### config.mk
export PLATFORM = sky130hd
export DESIGN_NAME = rv32i_lsu
export DESIGN_NICKNAME = d
export VERILOG_FILES = /design/src/rtl/rv32i_lsu_pkg.sv /design/src/rtl/rv32i_lsu_align.sv /design/src/rtl/rv32i_lsu.sv
export SDC_FILE = /design/constraint.sdc
export NUM_CORES = 1
export LEC_CHECK = 0
export BUFFER_PORTS_ARGS = -buffer_cell sky130_fd_sc_hd__buf_2
export CORE_MARGIN = 2
export CORE_UTILIZATION = 57
export DETAILED_ROUTE_END_ITERATION = 8
export MAX_ROUTING_LAYER = met4
export PLACE_DENSITY_LB_ADDON = 0.25
export SETUP_SLACK_MARGIN = 0.02
export SKIP_LAST_GASP = 1
export SLEW_MARGIN = 20
export SYNTH_ARGS = -nofsm -noshare
export SYNTH_HDL_FRONTEND = slang
export SYNTH_HIERARCHICAL = 1
export SYNTH_SLANG_ARGS = --single-unit
### constraint.sdc
create_clock -name clk -period 3.3 [get_ports clk]
set_input_delay 0.66 -clock clk [delete_from_list [all_inputs] [get_ports clk]]
set_output_delay 0.66 -clock clk [all_outputs]
set_load 0.01 [all_outputs]
### src/rtl/rv32i_lsu_pkg.sv
// Shared types and constants for the RV32I load/store unit.
package rv32i_lsu_pkg;

    localparam int XLEN = 32;
    localparam int BE_W = 4;

    localparam logic [2:0] F3_LB  = 3'b000;
    localparam logic [2:0] F3_LH  = 3'b001;
    localparam logic [2:0] F3_LW  = 3'b010;
    localparam logic [2:0] F3_LBU = 3'b100;
    localparam logic [2:0] F3_LHU = 3'b101;
    localparam logic [2:0] F3_SB  = 3'b000;
    localparam logic [2:0] F3_SH  = 3'b001;
    localparam logic [2:0] F3_SW  = 3'b010;

    typedef enum logic [2:0] {
        ST_IDLE = 3'd0,
        ST_REQ  = 3'd1,
        ST_RESP = 3'd2,
        ST_WB   = 3'd3,
        ST_FIN  = 3'd4
    } lsu_state_e;

    // Stores accept only SB/SH/SW; loads add the unsigned byte/half forms.
    function automatic logic f3_legal(input logic store, input logic [2:0] f3);
        logic ok;
        case (f3)
            F3_LB, F3_LH, F3_LW: ok = 1'b1;
            F3_LBU, F3_LHU:      ok = !store;
            default:             ok = 1'b0;
        endcase
        return ok;
    endfunction

endpackage

### src/rtl/rv32i_lsu_align.sv
// Byte-lane steering: store byte enables/data replication and load lane extract/extension.
module rv32i_lsu_align
    import rv32i_lsu_pkg::*;
(
    input  logic [2:0]      st_funct3_i,
    input  logic [1:0]      st_off_i,
    input  logic [XLEN-1:0] st_data_i,
    output logic [BE_W-1:0] st_be_o,
    output logic [XLEN-1:0] st_wdata_o,
    input  logic [2:0]      ld_funct3_i,
    input  logic [1:0]      ld_off_i,
    input  logic [XLEN-1:0] ld_data_i,
    output logic [XLEN-1:0] ld_val_o
);

    logic [7:0]  ld_byte_s;
    logic [15:0] ld_half_s;

    // Store lanes; misaligned halfwords/words are aligned down by ignoring low offset bits.
    always_comb begin
        st_be_o    = 4'b0000;
        st_wdata_o = 32'h0000_0000;
        case (st_funct3_i)
            F3_SB: begin
                st_be_o    = 4'b0001 << st_off_i;
                st_wdata_o = {4{st_data_i[7:0]}};
            end
            F3_SH: begin
                st_be_o    = 4'b0011 << {st_off_i[1], 1'b0};
                st_wdata_o = {2{st_data_i[15:0]}};
            end
            F3_SW: begin
                st_be_o    = 4'b1111;
                st_wdata_o = st_data_i;
            end
            default: begin
                st_be_o    = 4'b0000;
                st_wdata_o = 32'h0000_0000;
            end
        endcase
    end

    assign ld_byte_s = ld_data_i[{ld_off_i, 3'b000} +: 8];
    assign ld_half_s = ld_data_i[{ld_off_i[1], 4'b0000} +: 16];

    // Load lane extension.
    always_comb begin
        ld_val_o = 32'h0000_0000;
        case (ld_funct3_i)
            F3_LB:   ld_val_o = {{24{ld_byte_s[7]}}, ld_byte_s};
            F3_LH:   ld_val_o = {{16{ld_half_s[15]}}, ld_half_s};
            F3_LW:   ld_val_o = ld_data_i;
            F3_LBU:  ld_val_o = {24'h00_0000, ld_byte_s};
            F3_LHU:  ld_val_o = {16'h0000, ld_half_s};
            default: ld_val_o = 32'h0000_0000;
        endcase
    end

endmodule

### src/rtl/rv32i_lsu.sv
// RV32I multi-cycle load/store unit: FSM, bus watchdog and registered outputs.
// Optional RV32I_LSU_MISALIGN_TRAP_EN traps misaligned halfword/word accesses.
module rv32i_lsu
    import rv32i_lsu_pkg::*;
#(
    parameter int TIMEOUT_CYCLES = 255
) (
    input  logic            clk,
    input  logic            rst_n,
    input  logic            start,
    input  logic            is_store,
    input  logic [2:0]      funct3,
    input  logic [XLEN-1:0] rs1_val,
    input  logic [XLEN-1:0] rs2_val,
    input  logic [XLEN-1:0] imm,
    input  logic [4:0]      rd,
    output logic            mem_req,
    output logic            mem_we,
    output logic [XLEN-1:0] mem_addr,
    output logic [BE_W-1:0] mem_be,
    output logic [XLEN-1:0] mem_wdata,
    input  logic            mem_gnt,
    input  logic            mem_rvalid,
    input  logic [XLEN-1:0] mem_rdata,
    output logic [XLEN-1:0] wb_data,
    output logic [4:0]      wb_rd,
    output logic            wb_en,
    output logic            busy,
    output logic            done,
    output logic            err
);

    localparam logic [31:0] TO_LAST = 32'(TIMEOUT_CYCLES - 1);

    lsu_state_e      state_q;
    logic [31:0]     cnt_q;
    logic [1:0]      off_q;
    logic [2:0]      f3_q;
    logic            store_q;
    logic            mem_req_q, mem_we_q, wb_en_q, busy_q, done_q, err_q;
    logic [XLEN-1:0] mem_addr_q, mem_wdata_q, wb_data_q;
    logic [BE_W-1:0] mem_be_q;
    logic [4:0]      rd_q;

    logic [XLEN-1:0] ea_s, st_wdata_s, ld_val_s;
    logic [BE_W-1:0] st_be_s;
    logic            trap_s, bad_s, timeout_s;

    assign ea_s = rs1_val + imm;

`ifdef RV32I_LSU_MISALIGN_TRAP_EN
    assign trap_s = ((funct3[1:0] == 2'b01) && ea_s[0]) ||
                    ((funct3[1:0] == 2'b10) && (ea_s[1:0] != 2'b00));
`else
    assign trap_s = 1'b0;
`endif

    assign bad_s     = !f3_legal(is_store, funct3) || trap_s;
    assign timeout_s = (TIMEOUT_CYCLES != 0) && (cnt_q == TO_LAST);

    rv32i_lsu_align u_align (
        .st_funct3_i (funct3),
        .st_off_i    (ea_s[1:0]),
        .st_data_i   (rs2_val),
        .st_be_o     (st_be_s),
        .st_wdata_o  (st_wdata_s),
        .ld_funct3_i (f3_q),
        .ld_off_i    (off_q),
        .ld_data_i   (mem_rdata),
        .ld_val_o    (ld_val_s)
    );

    // Access sequencer; every output is a register updated alongside the state.
    always_ff @(posedge clk or negedge rst_n) begin
        if (!rst_n) begin
            state_q     <= ST_IDLE;
            cnt_q       <= 32'd0;
            off_q       <= 2'b00;
            f3_q        <= 3'b000;
            store_q     <= 1'b0;
            rd_q        <= 5'd0;
            mem_req_q   <= 1'b0;
            mem_we_q    <= 1'b0;
            mem_addr_q  <= 32'd0;
            mem_be_q    <= 4'b0000;
            mem_wdata_q <= 32'd0;
            wb_data_q   <= 32'd0;
            wb_en_q     <= 1'b0;
            busy_q      <= 1'b0;
            done_q      <= 1'b0;
            err_q       <= 1'b0;
        end else begin
            done_q  <= 1'b0;
            err_q   <= 1'b0;
            wb_en_q <= 1'b0;
            case (state_q)
                ST_IDLE: begin
                    if (start) begin
                        off_q       <= ea_s[1:0];
                        f3_q        <= funct3;
                        store_q     <= is_store;
                        rd_q        <= rd;
                        mem_we_q    <= is_store;
                        mem_addr_q  <= {ea_s[31:2], 2'b00};
                        mem_be_q    <= st_be_s;
                        mem_wdata_q <= st_wdata_s;
                        cnt_q       <= 32'd0;
                        busy_q      <= 1'b1;
                        if (bad_s) begin
                            state_q <= ST_FIN;
                            done_q  <= 1'b1;
                            err_q   <= 1'b1;
                        end else begin
                            state_q   <= ST_REQ;
                            mem_req_q <= 1'b1;
                        end
                    end else begin
                        state_q <= ST_IDLE;
                    end
                end
                ST_REQ: begin
                    cnt_q <= cnt_q + 32'd1;
                    if (mem_gnt) begin
                        mem_req_q <= 1'b0;
                        if (store_q) begin
                            state_q <= ST_FIN;
                            done_q  <= 1'b1;
                        end else begin
                            state_q <= ST_RESP;
                        end
                    end else if (timeout_s) begin
                        mem_req_q <= 1'b0;
                        state_q   <= ST_FIN;
                        done_q    <= 1'b1;
                        err_q     <= 1'b1;
                    end else begin
                        state_q <= ST_REQ;
                    end
                end
                ST_RESP: begin
                    cnt_q <= cnt_q + 32'd1;
                    if (mem_rvalid) begin
                        wb_data_q <= ld_val_s;
                        wb_en_q   <= (rd_q != 5'd0);
                        done_q    <= 1'b1;
                        state_q   <= ST_WB;
                    end else if (timeout_s) begin
                        state_q <= ST_FIN;
                        done_q  <= 1'b1;
                        err_q   <= 1'b1;
                    end else begin
                        state_q <= ST_RESP;
                    end
                end
                ST_WB, ST_FIN: begin
                    state_q <= ST_IDLE;
                    busy_q  <= 1'b0;
                end
                default: begin
                    state_q   <= ST_IDLE;
                    busy_q    <= 1'b0;
                    mem_req_q <= 1'b0;
                end
            endcase
        end
    end

    assign mem_req   = mem_req_q;
    assign mem_we    = mem_we_q;
    assign mem_addr  = mem_addr_q;
    assign mem_be    = mem_be_q;
    assign mem_wdata = mem_wdata_q;
    assign wb_data   = wb_data_q;
    assign wb_rd     = rd_q;
    assign wb_en     = wb_en_q;
    assign busy      = busy_q;
    assign done      = done_q;
    assign err       = err_q;

endmodule

# Word level (Yosys, flattened, before mapping)
# Index checks and enable logic that the tools add are counted.
# W data, S select, Z words.
[word_totals]
register_bits = 149
latch_bits = 0
ram_bits = 0
mem_bits_ro = 0
out_inout_bits = 111
memories = 0
[classes]
add_sub_neg = 2
mul = 0
div = 0
magnitude_cmp = 0
n_eq_ne = 16
n_shift = 4
mux = 33
bitwise_logic = 2
n_reduce_logical = 15
[ops]
columns = ["op", "n"]
rows = [
  ["$pmux W32 S5", 1],
  ["$pmux W32 S3", 1],
  ["$pmux W32 S2", 1],
  ["$add A32 B1 Y32 const B", 1],
  ["$add A32 B32 Y32", 1],
  ["$eq A32 B8 Y1 const B", 1],
  ["$mux W32", 1],
  ["$shiftx A32 B6 Y16", 1],
  ["$shiftx A32 B6 Y8", 1],
  ["$mux W3", 7],
  ["$eq A3 B3 Y1 const B", 5],
  ["$mux W1", 15],
  ["$eq A3 B2 Y1 const B", 4],
  ["$pmux W4 S3", 1],
  ["$eq A3 B1 Y1 const B", 3],
  ["$logic_not A3 Y1", 3],
  ["$pmux W1 S3", 3],
  ["$pmux W3 S3", 1],
  ["$reduce_and A2 Y1", 4],
  ["$reduce_or A3 Y1", 2],
  ["$reduce_bool A5 Y1", 1],
  ["$ne A2 B2 Y1 const B", 2],
  ["$pmux W1 S2", 2],
  ["$reduce_and A4 Y1", 1],
  ["other kinds (7)", 9],
]

# Depth between registers and ports, before layout
# Gate-level depths: netlist of the first run.
[depth]
ltp_word = 6
ltp_mapped = 10
ltp_nobuf = 9

# By module
# The synthesis of the first run kept the hierarchy.
[by_module_without_submodules]
columns = ["module", "n_inst", "cells_each", "area_each_um2", "seq_area_each_um2"]
rows = [
  ["rv32i_lsu", 1, 850, 7997.7, 3728.6],
  ["rv32i_lsu_align", 1, 223, 1483.9, 0.0],
]

# Worst setup path after synthesis of the first run
# Ideal clock, no wire load.
[synth_path]
path_type = "input port to flip-flop"
startpoint = "input rs1_val[0]"
endpoint = "register mem_addr_q[26], in the netlist mem_addr[26]"
t_arrival_ns = 2.814
t_required_ns = 3.213
slack_ns = 0.400
path_stages = 9
cell_sequence = "ha_1 fa_1 a21o_2 a31oi_1 o31ai_2 a2111oi_4 nor3_1 a2111o_1 o211ai_1"
[synth_via]
elab_chain_cells = 1
[synth_lines]
columns = ["item", "line", "source"]
rows = [
  ["start: declaration", "rv32i_lsu.sv:13", "input logic [XLEN-1:0] rs1_val,"],
  ["$add A32 B32 Y32", "rv32i_lsu.sv:49", "assign ea_s = rs1_val + imm;"],
  ["end signal: assignment", "rv32i_lsu.sv:104", "mem_addr_q <= {ea_s[31:2], 2'b00};"],
  ["end: declaration", "rv32i_lsu.sv:41", "logic [XLEN-1:0] mem_addr_q, mem_wdata_q, wb_data_q;"],
]
# Every way passes these cells.
# A chain may end at the register's enable or synchronous reset.

# Final worst setup path of the first run
# Same ends and word-level chain as after synthesis.

==> metrics.txt, run 1 <==
YS warnings=6; post-detail-place hpwl=18500 um; CTS H-tree depth=4; Hold Crit Class=in -> async; Core Area=16400 um2; Die W=133 um; Slew HR=47.3%; largest net degree at the start of global routing=109; xor/xnor cell area share of the yosys netlist=5.08%; GR Util met3=6.97%; Area Growth Syn to Fin=19.7%; post-CTS setup buffer count=0; Final Net Count=1462; Hold Violations, Final=0; Final Wtd Congestion=0.932; period utilization=85.7%; count of routing violations after the opening detailed-route iteration=700; critical path launch point type=input port; drt pass-1 iters=5; hold_buf cts=0; multiplexer share of the synthesized area=7.67%; Congestion Overflow GR=0; Post-synth EDFFs=0; initial core utilization=57.8%; register bit count reported by yosys=149; DRT antenna net count=0; Avg Inst Size Synth=8.84 um2; Die ar.=17700 um2; IO Pins=253; Tightest Pin Transition=790 ps; LEAKAGE=5.68 nW; Total Wirelength=25700 um; largest family of logic cells by synthesized area=simple AND/OR/NAND/NOR gates; first-pass GRT wire length=41300 um; Vias=8730; vias in the first global route=8318; Tot GR Track Use=29.8%; Top FF cell, synth=dfrtp_1; Clock Sinks=149; CP Data Required Time=3620 ps; buffers added on ports=250; simple-gate area share of the yosys netlist=20.3%; min cycle time layout=2830 ps; Compound-Gate Fraction of Synth Area=18.5%; final setup fails=0; asr flop ratio synth=100%; Root Buffer=clkbuf_16; met1 usage in global routing=37.6%; synthesized cell area=9480 um2; Clock Skews=8.52 ps; Crit Path Max Fanout=4; Seq/Total Area, Yosys=39.3%; chip height=133 um; Critical Path End Type=flip-flop; Yosys top cell by area=dfrtp_1; RSZ-0062 raised after global routing=no; status=completed; Crit Path Class=in -> reg; global-route met2 utilization=47.9%; critical path arrival=3150 ps; CTS tree=done; layout cells sized above 1=28.4%; Design Power=8.74 mW; Synth cell types=81; Fmax achieved=0.353 GHz; Slew Viols, Final=0; Power Dens Cells=770 nW/um2; worst skew pair latency=420 ps; WL per Instance=16.9 um; Max Cap Violations=0; busiest grt layer=met2; # rows=47; clock buffer depth=2; Synth top area share=39.3%; Setup TNS Final=0 ps; most area-consuming cells after synthesis=dfrtp_1 (39%), nand2_1 (8.8%), mux2_2 (5.8%); maximum vdd drop=0.429 mV; DRC Markers=0; area share of fa/ha/maj cells after synthesis=4.57%; TritonCTS Buffers=17; Worst-path clk slew=60 ps; Post-CTS Resized=0; Mapped Cells=1073; initial antenna violation count=0; Vias/cell=5.76; Antenna diodes=0
[stage by stage]
stage	instance area (um2)	setup slack, ps	util (%)	hold WS, ps	cells
finish	11300	470	69.2	223	1516
global placement	10700	134	65.5	451	1486
CTS	11300	486	69.0	263	1515
floorplan	9490	400	-	364	1074
detailed placement	10700	89.8	65.5	457	1486
global route	11300	368	69.2	273	1516
[per-layer routing]
metal | vias to the layer above | routed length, um
met3 | 49 | 1890
met5 | - | 0
met4 | 0 | 633
li1 | 4201 | -
met2 | 348 | 12400
met1 | 4132 | 10800
[final cells by class]
class	instances	area (um2)
clock inverters	9	131
inverters	13	48.8
fillers	1329	5060
clock buffers	20	447
well taps	220	275
repair buffers	263	1380
multi-input cells	842	5340
flip-flops and latches	149	3730
[final timing paths]
path                                 endpoint  cells after the start           from  slack (ps)
max in group asynchronous           cnt_q[14]                      2          rst_n        2160
worst min-delay path               wb_data[5]                      1          rst_n         220
min in group clk                     wb_rd[1]                      3          rd[1]         430
worst min register to register  mem_wdata[18]                      2  mem_wdata[18]         470
worst max register to register        mem_req                      9       cnt_q[0]         860
worst max-delay path             mem_addr[26]                     10     rs1_val[0]         470
[synthesized netlist by cell type, types with 12 or more instances]
cell type	n
nand2_1	223
dfrtp_1	149
nor2_1	78
a21oi_1	76
mux2_2	49
o21ai_0	46
clkbuf_1	37
ha_1	33
xor2_1	31
xnor2_1	24
a211oi_1	23
nand3_1	23
a22oi_1	21
nor2b_1	17
mux2i_1	16
and2_1	14
inv_1	13
nand4_1	12
[power by group]
group | leakage [nW] | internal, mW | switching [mW]
Clock | 0.286 | 1.20 | 0.748
Sequential | 1.94 | 2.51 | 0.568
Combinational | 3.45 | 1.58 | 2.14
[layout by cell type (no fill, tap or decap), drive strengths merged, types with 6 or more instances in the layout]
master,n
clkbuf,20
buf,263
o21a,10
o21ai,52
or3,6
a21o,13
nand4,13
a211oi,23
ha,33
mux2i,16
inv,13
xor2,31
nor4,9
a22oi,22
a21oi,79
nand3,23
dfrtp,149
nor2b,17
nand2b,7
mux2,50
nand2,223
xnor2,24
and2,14
and3,6
nor3,10
clkinv,6
nor2,79
o22ai,11
and4,6
[worst max-delay path, stage by stage]
cell	delay, ps
buf_2	100
ha_1	230
fa_1	420
a21o_2	260
a31oi_1	230
o31ai_2	170
a2111oi_4	440
nor3_1	130
a2111o_1	420
o211ai_1	90
[kinds of logic after synthesis]
kind of cell               count (synthesis)
AOI/OAI and AO/OA                        259
muxes                                     66
buffers and inverters                     83
xor gates and xnor gates                  55
and+or+nand+nor                          426
adders and majority gates                 34
other                                      1
DFF                                      149
[registers in the layout, summed over array words and instances (netlist names), 2 cells and up]
| register | cells |
|---|---|
| mem_wdata | 32 |
| wb_data | 32 |
| off_q | 2 |
| f3_q | 3 |
| state_q | 3 |
| mem_addr | 30 |
| cnt_q | 32 |
| wb_rd | 5 |
| mem_be | 4 |
(Power assumes the default switching activity.)
==> inputs of run 2 (changes only) <==
- CAP_MARGIN: unset -> 20
- SYNTH_HIERARCHICAL: 1 -> unset
==> metrics.txt, run 2 <==
WL per Instance=16.9 um (about the same); chip height=127 um (was 133 um); post-detail-place hpwl=17700 um (was 18500 um); Power Dens Cells=772 nW/um2 (was 770 nW/um2); top-count cell post-synth=nand2_1 (unchanged); critical path arrival=2950 ps (was 3150 ps); Vias=8465 (was 8730); top sig layer=met4 (unchanged); commonest non-fill, non-tap cells in the layout=buf_2 (249), nand2_1 (180), dfrtp_1 (149) (was buf_2 (249), nand2_1 (223), dfrtp_1 (149)); Non-Filler Instances=1443 (was 1516); reg2reg path depth=7 (was 9); fillers=1225 (was 1329); min cycle time layout=2630 ps (was 2830 ps); most area-consuming cells after synthesis=dfrtp_1 (43%), nand2_1 (7.8%), a21oi_1 (6.3%) (was dfrtp_1 (39%), nand2_1 (8.8%), mux2_2 (5.8%)); DRC Markers=0 (unchanged); Setup crit end=mem_addr[26] (unchanged); Synth top area share=43.0% (was 39.3%); Max Cap Violations=0 (unchanged); reg-to-reg startpoint=state_q[2] (was cnt_q[0]); maximum vdd drop=0.481 mV (was 0.429 mV); Fmax achieved=0.380 GHz (was 0.353 GHz); Core Area=15000 um2 (was 16400 um2); Congestion Overflow GR=0 (unchanged); Worst-path clk slew=60 ps (about the same); layout cells sized above 1=24.6% (was 28.4%); status=completed (unchanged); Die ar.=16200 um2 (was 17700 um2); met3 routed WL=1670 um (was 1890 um); worst skew pair latency=430 ps (was 420 ps); count of routing violations after the opening detailed-route iteration=634 (was 700); Cell Area, Placed=10000 um2 (was 10700 um2); Hold Violations, Final=0 (unchanged); met1 WL=10600 um (was 10800 um); Setup TNS Final=0 ps (unchanged); Finished Cell Area=10700 um2 (was 11300 um2); met2 wire len=11600 um (was 12400 um); asr flop ratio synth=100% (unchanged); Tot GR Track Use=31.0% (was 29.8%); drt pass-1 iters=5 (unchanged); Vias/cell=5.87 (was 5.76); # rows=45 (was 47); Area Growth Syn to Fin=23.0% (was 19.7%); final core occ=71.0% (was 69.2%); Root Buffer=clkbuf_16 (unchanged); Post-synth EDFFs=0 (unchanged); Final Wtd Congestion=0.934 (was 0.932); Slew Viols, Final=0 (unchanged); Design Power=8.24 mW (was 8.74 mW); Die W=127 um (was 133 um); buffers added on ports=250 (unchanged); Reg2Reg Capture Point=cnt_q[29] (was mem_req); first-pass GRT wire length=39200 um (was 41300 um); Clock Skews=8.87 ps (was 8.52 ps); Clock Sinks=149 (unchanged); post-CTS setup buffer count=0 (unchanged); Seq/Total Area, Yosys=43.0% (was 39.3%); Avg Inst Size Synth=8.47 um2 (was 8.84 um2); Final Net Count=1418 (was 1462); Tightest Pin Transition=918 ps (was 790 ps); Top FF cell, synth=dfrtp_1 (unchanged); CP Data Required Time=3610 ps (was 3620 ps); CTS tree=done (unchanged); Post-CTS Resized=0 (unchanged); Hold Crit Class=in -> async (unchanged); Synth cell types=72 (was 81); Crit Path Max Fanout=5 (was 4); IO Pins=253 (unchanged); final setup fails=0 (unchanged); synthesized cell area=8680 um2 (was 9480 um2); initial antenna violation count=1 (was 0); R2R Setup Slk=1050 ps (was 860 ps); Total Wirelength=24400 um (was 25700 um); clock buffer depth=2 (unchanged); critical path launch point type=input port (unchanged); vias in the first global route=7987 (was 8318); Critical Path End Type=flip-flop (unchanged); largest net degree at the start of global routing=67 (was 109); Synth top cells by count=nand2_1 (181), dfrtp_1 (149), a21oi_1 (110), nor2_1 (69), o21ai_1 (61) (was nand2_1 (223), dfrtp_1 (149), nor2_1 (78), a21oi_1 (76), mux2_2 (49)); register bit count reported by yosys=149 (unchanged); Yosys top cell by area=dfrtp_1 (unchanged); hold_buf cts=0 (unchanged); CTS H-tree depth=4 (unchanged); YS warnings=0 (was 6); Slew HR=38.7% (was 47.3%); commonest non-fill, non-tap cell in the layout=buf_2 (unchanged); Mapped Cells=1025 (was 1073); Crit Path Class=in -> reg (unchanged); DRT antenna net count=0 (unchanged); period utilization=79.8% (was 85.7%); LEAKAGE=5.26 nW (was 5.68 nW); placed cells=1411 (was 1486); RSZ-0062 raised after global routing=no (unchanged); TritonCTS Buffers=17 (unchanged); initial core utilization=57.7% (was 57.8%); CP Launch Point=rs1_val[0] (unchanged)
-- run 2: kinds of logic (layout without fill, tap and decap cells) --
kind of cell	count (synthesis)	in the layout	share of synthesized area [%]
flip-flops	149	149	43.0
buffers and inverters	84	312	3.79
adder cells (fa/ha/maj)	34	34	4.99
AND/OR/NAND/NOR	385	385	20.7
AO/OA/AOI/OAI	317	317	21.6
other	1	3	0.0432
multiplexers	13	13	1.67
XOR/XNOR	42	42	4.24
-- run 2: critical path: stages --
cell       delay [ps]
buf_2              80
ha_1              250
inv_1              80
fa_1              410
nor2b_1           170
o2111ai_1         180
a211oi_1          330
o2111ai_1         220
nand2_1           220
nand3_1           100
o311ai_1          240
-- run 2: how the worst min path moves through the flow --
stage,startpoint,slack [ps],endpoint,depth (start not counted)
6_report,rst_n,240,wb_rd[4],1
5_1_grt,rst_n,290,wb_rd[4],1
4_1_cts,rst_n,270,wb_rd[4],1
3_5_place_dp,mem_wdata[16],470,mem_wdata[16],2
3_3_place_gp,mem_wdata[30],460,mem_wdata[30],2
2_1_floorplan,rst_n,360,busy,0
-- run 2: where the power goes --
part	switching, mW	total, mW	leakage [nW]	internal [mW]
logic	1.96	3.17	2.99	1.22
clock network	0.780	2.16	0.319	1.38
registers	0.452	2.91	1.96	2.46
total	3.19	8.24	5.26	5.05
-- run 2: metrics by stage --
stage	worst slack (ps)	hold slack [ps]
after floorplan	760	364
after global placement	415	456
after detailed placement	262	466
after CTS	682	268
after global routing	500	292
final	667	242
-- run 2: layer usage --
metal  track usage, %  vias to the layer above
li1                 -                     4058
met1             41.4                     4016
met2             47.9                      338
met3             5.65                       53
met4             10.8                        0
met5                -                        -
-- run 2: area by class of cell --
cell class / instances / area, um2 / area share [%]
repair buffers: 258 / 1330 / 12.5
flip-flops and latches: 149 / 3730 / 34.9
diodes: 1 / 2.50 / 0.0234
well taps: 188 / 235 / 2.20
multi-input cells: 793 / 4640 / 43.4
inverters: 23 / 86.3 / 0.809
clock buffers: 19 / 453 / 4.24
clock inverters: 12 / 203 / 1.90
